## config.mk

```make
export PLATFORM = sky130hd
export DESIGN_NAME = alu_arbiter_flat
export DESIGN_NICKNAME = d
export VERILOG_FILES = /design/src/rtl/alu_arbiter_if.sv /design/src/rtl/alu_arbiter.sv /design/src/flat_wrapper.sv
export SDC_FILE = /design/constraint.sdc
export NUM_CORES = 1
export LEC_CHECK = 0
export CORE_AREA = 2 2 118 120
export CTS_CLUSTER_DIAMETER = 50
export DETAILED_ROUTE_END_ITERATION = 12
export DIE_AREA = 0 0 120 122
export PLACE_DENSITY_LB_ADDON = 0.08
export SLEW_MARGIN = 40
export SYNTH_ARGS = -nofsm -noshare
export SYNTH_HDL_FRONTEND = slang
export SYNTH_SLANG_ARGS = --single-unit
```

## constraint.sdc

```tcl
create_clock -name i_clock -period 6.5 [get_ports i_clock]
set_input_delay 0.975 -clock i_clock [delete_from_list [all_inputs] [get_ports i_clock]]
set_output_delay 0.975 -clock i_clock [all_outputs]
set_load 0.005 [all_outputs]
```

## src/rtl/alu_arbiter_if.sv

```systemverilog
// Request, response and ALU-side signal bundle for alu_arbiter.
// slave is the arbiter's view; master is the requester/ALU environment's view.
interface alu_arbiter_if;
  logic [1:0]  req_valid;
  logic [1:0]  req_ready;
  logic [9:0]  req_opcode;
  logic [9:0]  req_shamt;
  logic [63:0] req_a;
  logic [63:0] req_b;

  logic [31:0] alu_operandA;
  logic [31:0] alu_operandB;
  logic [4:0]  alu_opcode;
  logic [4:0]  alu_shiftamt;
  logic [31:0] alu_result;
  logic        alu_isNotEqual;
  logic        alu_isLessThan;
  logic        alu_overflow;

  logic [1:0]  rsp_valid;
  logic [1:0]  rsp_ready;
  logic [31:0] rsp_result;
  logic [2:0]  rsp_flags;
  logic        busy;

  modport slave (
    input  req_valid, req_opcode, req_shamt, req_a, req_b,
    output req_ready,
    output alu_operandA, alu_operandB, alu_opcode, alu_shiftamt,
    input  alu_result, alu_isNotEqual, alu_isLessThan, alu_overflow,
    output rsp_valid, rsp_result, rsp_flags, busy,
    input  rsp_ready
  );

  modport master (
    output req_valid, req_opcode, req_shamt, req_a, req_b,
    input  req_ready,
    input  alu_operandA, alu_operandB, alu_opcode, alu_shiftamt,
    output alu_result, alu_isNotEqual, alu_isLessThan, alu_overflow,
    input  rsp_valid, rsp_result, rsp_flags, busy,
    output rsp_ready
  );
endinterface

```

## src/rtl/alu_arbiter.sv

```systemverilog
// Two-requester round-robin arbiter/sequencer in front of a single shared ALU.
// One operation in flight: IDLE accepts, EXEC lets the ALU settle, RESP holds the result.
module alu_arbiter (
  input  logic         i_clock,
  input  logic         i_reset,
  alu_arbiter_if.slave io_bus
);

  typedef enum logic [1:0] {
    ST_IDLE = 2'd0,
    ST_EXEC = 2'd1,
    ST_RESP = 2'd2
  } state_t;

  state_t      r_state;
  logic        r_last_grant;
  logic        r_grant_id;
  logic        r_busy;
  logic [1:0]  r_rsp_valid;
  logic [31:0] r_op_a;
  logic [31:0] r_op_b;
  logic [4:0]  r_opcode;
  logic [4:0]  r_shamt;
  logic [31:0] r_rsp_result;
  logic [2:0]  r_rsp_flags;

  logic        w_grant_id;
  logic        w_grant_vld;
  logic [1:0]  w_req_ready;

  // Under contention the requester that did not win last time goes first.
  always_comb begin
    w_grant_id = 1'b0;
    if (io_bus.req_valid == 2'b11) begin
      w_grant_id = ~r_last_grant;
    end else if (io_bus.req_valid[1]) begin
      w_grant_id = 1'b1;
    end else begin
      w_grant_id = 1'b0;
    end
  end

  assign w_grant_vld = (r_state == ST_IDLE) && (|io_bus.req_valid);
  assign w_req_ready = w_grant_vld ? (w_grant_id ? 2'b10 : 2'b01) : 2'b00;

  always_ff @(posedge i_clock or posedge i_reset) begin
    if (i_reset) begin
      r_state      <= ST_IDLE;
      r_last_grant <= 1'b1;
      r_grant_id   <= 1'b0;
      r_busy       <= 1'b0;
      r_rsp_valid  <= 2'b00;
      r_op_a       <= 32'd0;
      r_op_b       <= 32'd0;
      r_opcode     <= 5'd0;
      r_shamt      <= 5'd0;
      r_rsp_result <= 32'd0;
      r_rsp_flags  <= 3'd0;
    end else begin
      case (r_state)
        ST_IDLE: begin
          if (w_grant_vld) begin
            r_op_a       <= w_grant_id ? io_bus.req_a[63:32]     : io_bus.req_a[31:0];
            r_op_b       <= w_grant_id ? io_bus.req_b[63:32]     : io_bus.req_b[31:0];
            r_opcode     <= w_grant_id ? io_bus.req_opcode[9:5]  : io_bus.req_opcode[4:0];
            r_shamt      <= w_grant_id ? io_bus.req_shamt[9:5]   : io_bus.req_shamt[4:0];
            r_grant_id   <= w_grant_id;
            r_last_grant <= w_grant_id;
            r_busy       <= 1'b1;
            r_state      <= ST_EXEC;
          end
        end
        ST_EXEC: begin
          // ALU is combinational on r_op_*/r_opcode, so its outputs are valid here.
          r_rsp_result <= io_bus.alu_result;
          r_rsp_flags  <= {io_bus.alu_overflow, io_bus.alu_isLessThan, io_bus.alu_isNotEqual};
          r_rsp_valid  <= r_grant_id ? 2'b10 : 2'b01;
          r_state      <= ST_RESP;
        end
        ST_RESP: begin
          if (io_bus.rsp_ready[r_grant_id]) begin
            r_rsp_valid <= 2'b00;
            r_busy      <= 1'b0;
            r_state     <= ST_IDLE;
          end
        end
        default: begin
          r_rsp_valid <= 2'b00;
          r_busy      <= 1'b0;
          r_state     <= ST_IDLE;
        end
      endcase
    end
  end

  assign io_bus.req_ready    = w_req_ready;
  assign io_bus.alu_operandA = r_op_a;
  assign io_bus.alu_operandB = r_op_b;
  assign io_bus.alu_opcode   = r_opcode;
  assign io_bus.alu_shiftamt = r_shamt;
  assign io_bus.rsp_valid    = r_rsp_valid;
  assign io_bus.rsp_result   = r_rsp_result;
  assign io_bus.rsp_flags    = r_rsp_flags;
  assign io_bus.busy         = r_busy;

endmodule

```

## src/flat_wrapper.sv

```systemverilog
// flat-port wrapper written by rule: the top's interface ports become plain ports
module alu_arbiter_flat 
  (i_clock, i_reset, io_bus_req_valid, io_bus_req_opcode, io_bus_req_shamt, io_bus_req_a, io_bus_req_b, io_bus_req_ready, io_bus_alu_operandA, io_bus_alu_operandB, io_bus_alu_opcode, io_bus_alu_shiftamt, io_bus_alu_result, io_bus_alu_isNotEqual, io_bus_alu_isLessThan, io_bus_alu_overflow, io_bus_rsp_valid, io_bus_rsp_result, io_bus_rsp_flags, io_bus_busy, io_bus_rsp_ready);
  alu_arbiter_if io_bus_i ();
  input  logic i_clock;
  input  logic i_reset;
  input wire logic [$bits(io_bus_i.req_valid)-1:0] io_bus_req_valid;
  input wire logic [$bits(io_bus_i.req_opcode)-1:0] io_bus_req_opcode;
  input wire logic [$bits(io_bus_i.req_shamt)-1:0] io_bus_req_shamt;
  input wire logic [$bits(io_bus_i.req_a)-1:0] io_bus_req_a;
  input wire logic [$bits(io_bus_i.req_b)-1:0] io_bus_req_b;
  output wire logic [$bits(io_bus_i.req_ready)-1:0] io_bus_req_ready;
  output wire logic [$bits(io_bus_i.alu_operandA)-1:0] io_bus_alu_operandA;
  output wire logic [$bits(io_bus_i.alu_operandB)-1:0] io_bus_alu_operandB;
  output wire logic [$bits(io_bus_i.alu_opcode)-1:0] io_bus_alu_opcode;
  output wire logic [$bits(io_bus_i.alu_shiftamt)-1:0] io_bus_alu_shiftamt;
  input wire logic [$bits(io_bus_i.alu_result)-1:0] io_bus_alu_result;
  input wire logic [$bits(io_bus_i.alu_isNotEqual)-1:0] io_bus_alu_isNotEqual;
  input wire logic [$bits(io_bus_i.alu_isLessThan)-1:0] io_bus_alu_isLessThan;
  input wire logic [$bits(io_bus_i.alu_overflow)-1:0] io_bus_alu_overflow;
  output wire logic [$bits(io_bus_i.rsp_valid)-1:0] io_bus_rsp_valid;
  output wire logic [$bits(io_bus_i.rsp_result)-1:0] io_bus_rsp_result;
  output wire logic [$bits(io_bus_i.rsp_flags)-1:0] io_bus_rsp_flags;
  output wire logic [$bits(io_bus_i.busy)-1:0] io_bus_busy;
  input wire logic [$bits(io_bus_i.rsp_ready)-1:0] io_bus_rsp_ready;
  assign io_bus_i.req_valid = io_bus_req_valid;
  assign io_bus_i.req_opcode = io_bus_req_opcode;
  assign io_bus_i.req_shamt = io_bus_req_shamt;
  assign io_bus_i.req_a = io_bus_req_a;
  assign io_bus_i.req_b = io_bus_req_b;
  assign io_bus_req_ready = io_bus_i.req_ready;
  assign io_bus_alu_operandA = io_bus_i.alu_operandA;
  assign io_bus_alu_operandB = io_bus_i.alu_operandB;
  assign io_bus_alu_opcode = io_bus_i.alu_opcode;
  assign io_bus_alu_shiftamt = io_bus_i.alu_shiftamt;
  assign io_bus_i.alu_result = io_bus_alu_result;
  assign io_bus_i.alu_isNotEqual = io_bus_alu_isNotEqual;
  assign io_bus_i.alu_isLessThan = io_bus_alu_isLessThan;
  assign io_bus_i.alu_overflow = io_bus_alu_overflow;
  assign io_bus_rsp_valid = io_bus_i.rsp_valid;
  assign io_bus_rsp_result = io_bus_i.rsp_result;
  assign io_bus_rsp_flags = io_bus_i.rsp_flags;
  assign io_bus_busy = io_bus_i.busy;
  assign io_bus_i.rsp_ready = io_bus_rsp_ready;
  alu_arbiter u_core (.i_clock(i_clock), .i_reset(i_reset), .io_bus(io_bus_i));
endmodule
```

==> impl_results.md <==
* Most used routing layer: met2
* Largest net degree at the start of global routing at a little under 80
* Met1 Usage GRT at about a quarter
* Worst Max-Slew Pin Slew at about 0.75 ns
* Worst Hold Slack at approximately 0.5 ns
* Number of global-route vias before repair at approximately 4500
* Clk_lat worst skew at around 0.4 ns
* Mapped cell area at 5030 sq um
* CP Max Fanout at 16
* Via count at approximately 4500
* Hold path start: u_core.io_bus.rsp_result[13]
* P_leak at ~3.8 nW
* Routed Antenna Nets at 0
* Fmax at approximately 260 MHz
* Met2 Resource Use GR at between 30% and 40%
* Max VDD drop at 0.000225 V
* Dpl ws at around 2.7 ns
* Critical-path cell list: clkdlybuf4s50_1 -> a21bo_1 -> nor3_1 -> clkdlybuf4s50_1
* Layout Cells excl Fill at a little under 900
* Critical Path RT at between 5 and 6 ns
* Post-Place Cell Area at about 8000 sq um
* Layout area overhead at 72.3%
* Routed wire per std cell at about 19 um
* I/O Pins at ~300
* Tot GR Track Use at around 22%
* Net Count, Synth at 578
* Antenna Cells at 0
* Final hold viol count at 0
* Met3 Usage GRT at around 7.6%
* DRT iter0 DRCs at 250
* Dpl cells at about 840
* Reg-to-Reg Start: u_core.r_state[0]
* Count of final max-slew check failures at 0
* Post-synthesis average cell area at around 13 sq um
* Fin area at 8670 sq um
* Status: finished clean
* Post-CTS sizing at 0
* Synth cell types at 32
* Drt pass-1 iters at 4
* Crit path time final at 3.81 ns
* RSZ-0062 raised after global routing: false
* Die X at 120 um
* Routed wire length at ~17000 um
* Site Rows at 43
* Initial antenna violation count at 0
* Syn. warnings at 0
* Final worst-path cycle share at between 50% and 60%
* Vias per inst at 5.20
* Gr ovfl total at 0
* Slew HR at around 50%
* CP Launch Type: input pin
* Tot Pwr at just over 4 mW
* IO Port Bufs at ~300
* Clock-pin transition on the worst setup and hold timing paths at 0.05 ns
* Setup Viol. Count Final at 0
* DPL Wire Length at between 10000 and 15000 um
* H-Tree Depth at 4
* Cts hold-fix bufs at 0
* Register area share after synthesis at just under 60%
* CTS buffer count at 17
* Post-CTS Setup Inserts at 0
* Critical Path Most Common Cell: clkdlybuf4s50_1
* Power density cells at around 470 nW/um^2
* CTS max path bufs at 2
* Placer congestion estimate at 0.764
* Fin Clk Skew at roughly 0.0059 ns
* Setup TNS at 0 ns
* Max incr delay on CP at 0.59 ns
* DRC Markers at 0
* Post-synthesis register bit count at about 120
* Chip Height at around 120 um
* Placeable Area at about 14000 sq um
* Mapped Cells at 389
* Share of layout cells above drive strength 1 at between 10% and 20%
* Worst setup margin at approximately 2.7 ns
* Hold WC Path Type: flop to flop
* DIE AREA at between 10000 and 15000 sq um
* CTS Root Buffer Type: clkbuf_16
* Crit path max-delay cell type: clkdlybuf4s50_1
* Nets at 866
* First-pass GRT wire length at between 20000 and 25000 um
* CTS tree: built
* Worst setup path category: input pin to output pin
* Data arrival, critical path at 2.83 ns
* Initial Util at a little under two fifths
* Max cap viols at 0
* Setup crit end kind: output pin
* Critical path origin: io_bus_req_valid[1]
* Final core occ at 64.2%
* Sink Count at 116
## layer usage
metal / share of wire (%) / routed length [um]
met4: 3.0 / 500
met1: 38 / 6330
met3: 8.7 / 1450
met2: 50 / 8300
met5: 0 / 0
## final cells by class
class | instances | area, sq um
Sequential cell | 116 | 2900
Clock buffer | 24 | 492
Inverter | 4 | 20.0
Multi-Input combinational cell | 232 | 1830
Tap cell | 180 | 225
Timing Repair Buffer | 306 | 3050
Fill cell | 1081 | 4840
Clock inverter | 8 | 146
## layout by cell type (no fill, tap or decap), types with 2 or more instances in the layout
cell type	n
a21o_2	2
a21oi_1	15
a221o_1	59
a31oi_1	15
and3_1	54
and3_2	6
buf_4	4
bufinv_16	4
clkbuf_1	3
clkbuf_16	17
clkbuf_8	4
clkdlybuf4s50_1	302
clkinv_2	2
dfrtp_1	115
inv_1	2
mux2_2	35
mux2i_1	2
nand2_1	30
## Yosys cell counts
master     number  area [sq um]
mux2i_1         2          20.0
buf_4           8          60.1
o22a_1          1          8.76
a21o_2          2          17.5
a21bo_1         1          10.0
mux2_2         35           394
dfrtp_1       115          2880
buf_2           4          20.0
a21bo_2         1          10.0
a211oi_1        1          7.51
a21oi_1        15          75.1
nand2_1        30           113
nand2_2         1          6.26
or2_1           1          6.26
a22o_1          1          8.76
nand2b_1        1          6.26
and3_1         55           344
o2bb2ai_1       1          8.76
nor3_1          1          5.00
clkbuf_1        9          33.8
nor2b_1         1          6.26
a221o_1        59           591
inv_1           3          11.3
and3_2          5          37.5
dfstp_2         1          26.3
a21boi_2        1          11.3
nand2_8         1          20.0
inv_2           1          3.75
buf_6          15           169
buf_8           1          15.0
nor2_4          1          11.3
a31oi_1        15          93.8
## power by group
group	leakage, nW	switching (mW)	internal (mW)
clock	0.310	0.323	0.682
sequential	1.39	0.210	1.09
combinational	2.08	0.673	1.10
total	3.77	1.21	2.87
## flip-flops by register name (all words and copies together) (netlist names)
signal                      cells
u_core.r_last_grant             1
u_core.io_bus.rsp_flags         3
u_core.io_bus.alu_shiftamt      5
u_core.io_bus.alu_operandA     32
u_core.io_bus.alu_operandB     32
u_core.io_bus.alu_opcode        5
u_core.io_bus.busy              1
u_core.io_bus.rsp_result       32
u_core.r_state                  2
u_core.io_bus.rsp_valid         2
u_core.r_grant_id               1
## worst max-delay path: cells and delay by family
kind	cells	cell delay, ns
buffers and inverters	2	1.11
AOI/OAI and AO/OA	1	0.39
and+or+nand+nor	1	0.35
## logic make-up (layout without fill, tap and decap cells)
logic type	Yosys count	in the layout	share of synthesized area [%]
muxes	37	37	8.24
DFF	116	116	57.8
AOI/OAI and AO/OA	98	98	16.7
and+or+nand+nor	97	97	11.0
buffers and inverters	41	342	6.22
## worst paths after layout
kind / to / slack (ns) / cells after the start
max in group asynchronous: u_core.io_bus.alu_opcode[4] / 4.40 / 3
max reg2reg: u_core.io_bus.alu_operandA[24] / 3.96 / 5
min reg2reg: u_core.io_bus.rsp_result[13] / 0.50 / 1
max: io_bus_req_ready[1] / 2.69 / 4
min in group asynchronous: u_core.io_bus.rsp_result[2] / 1.03 / 2
min: u_core.io_bus.rsp_result[13] / 0.50 / 1
(Power assumes the default switching activity.)
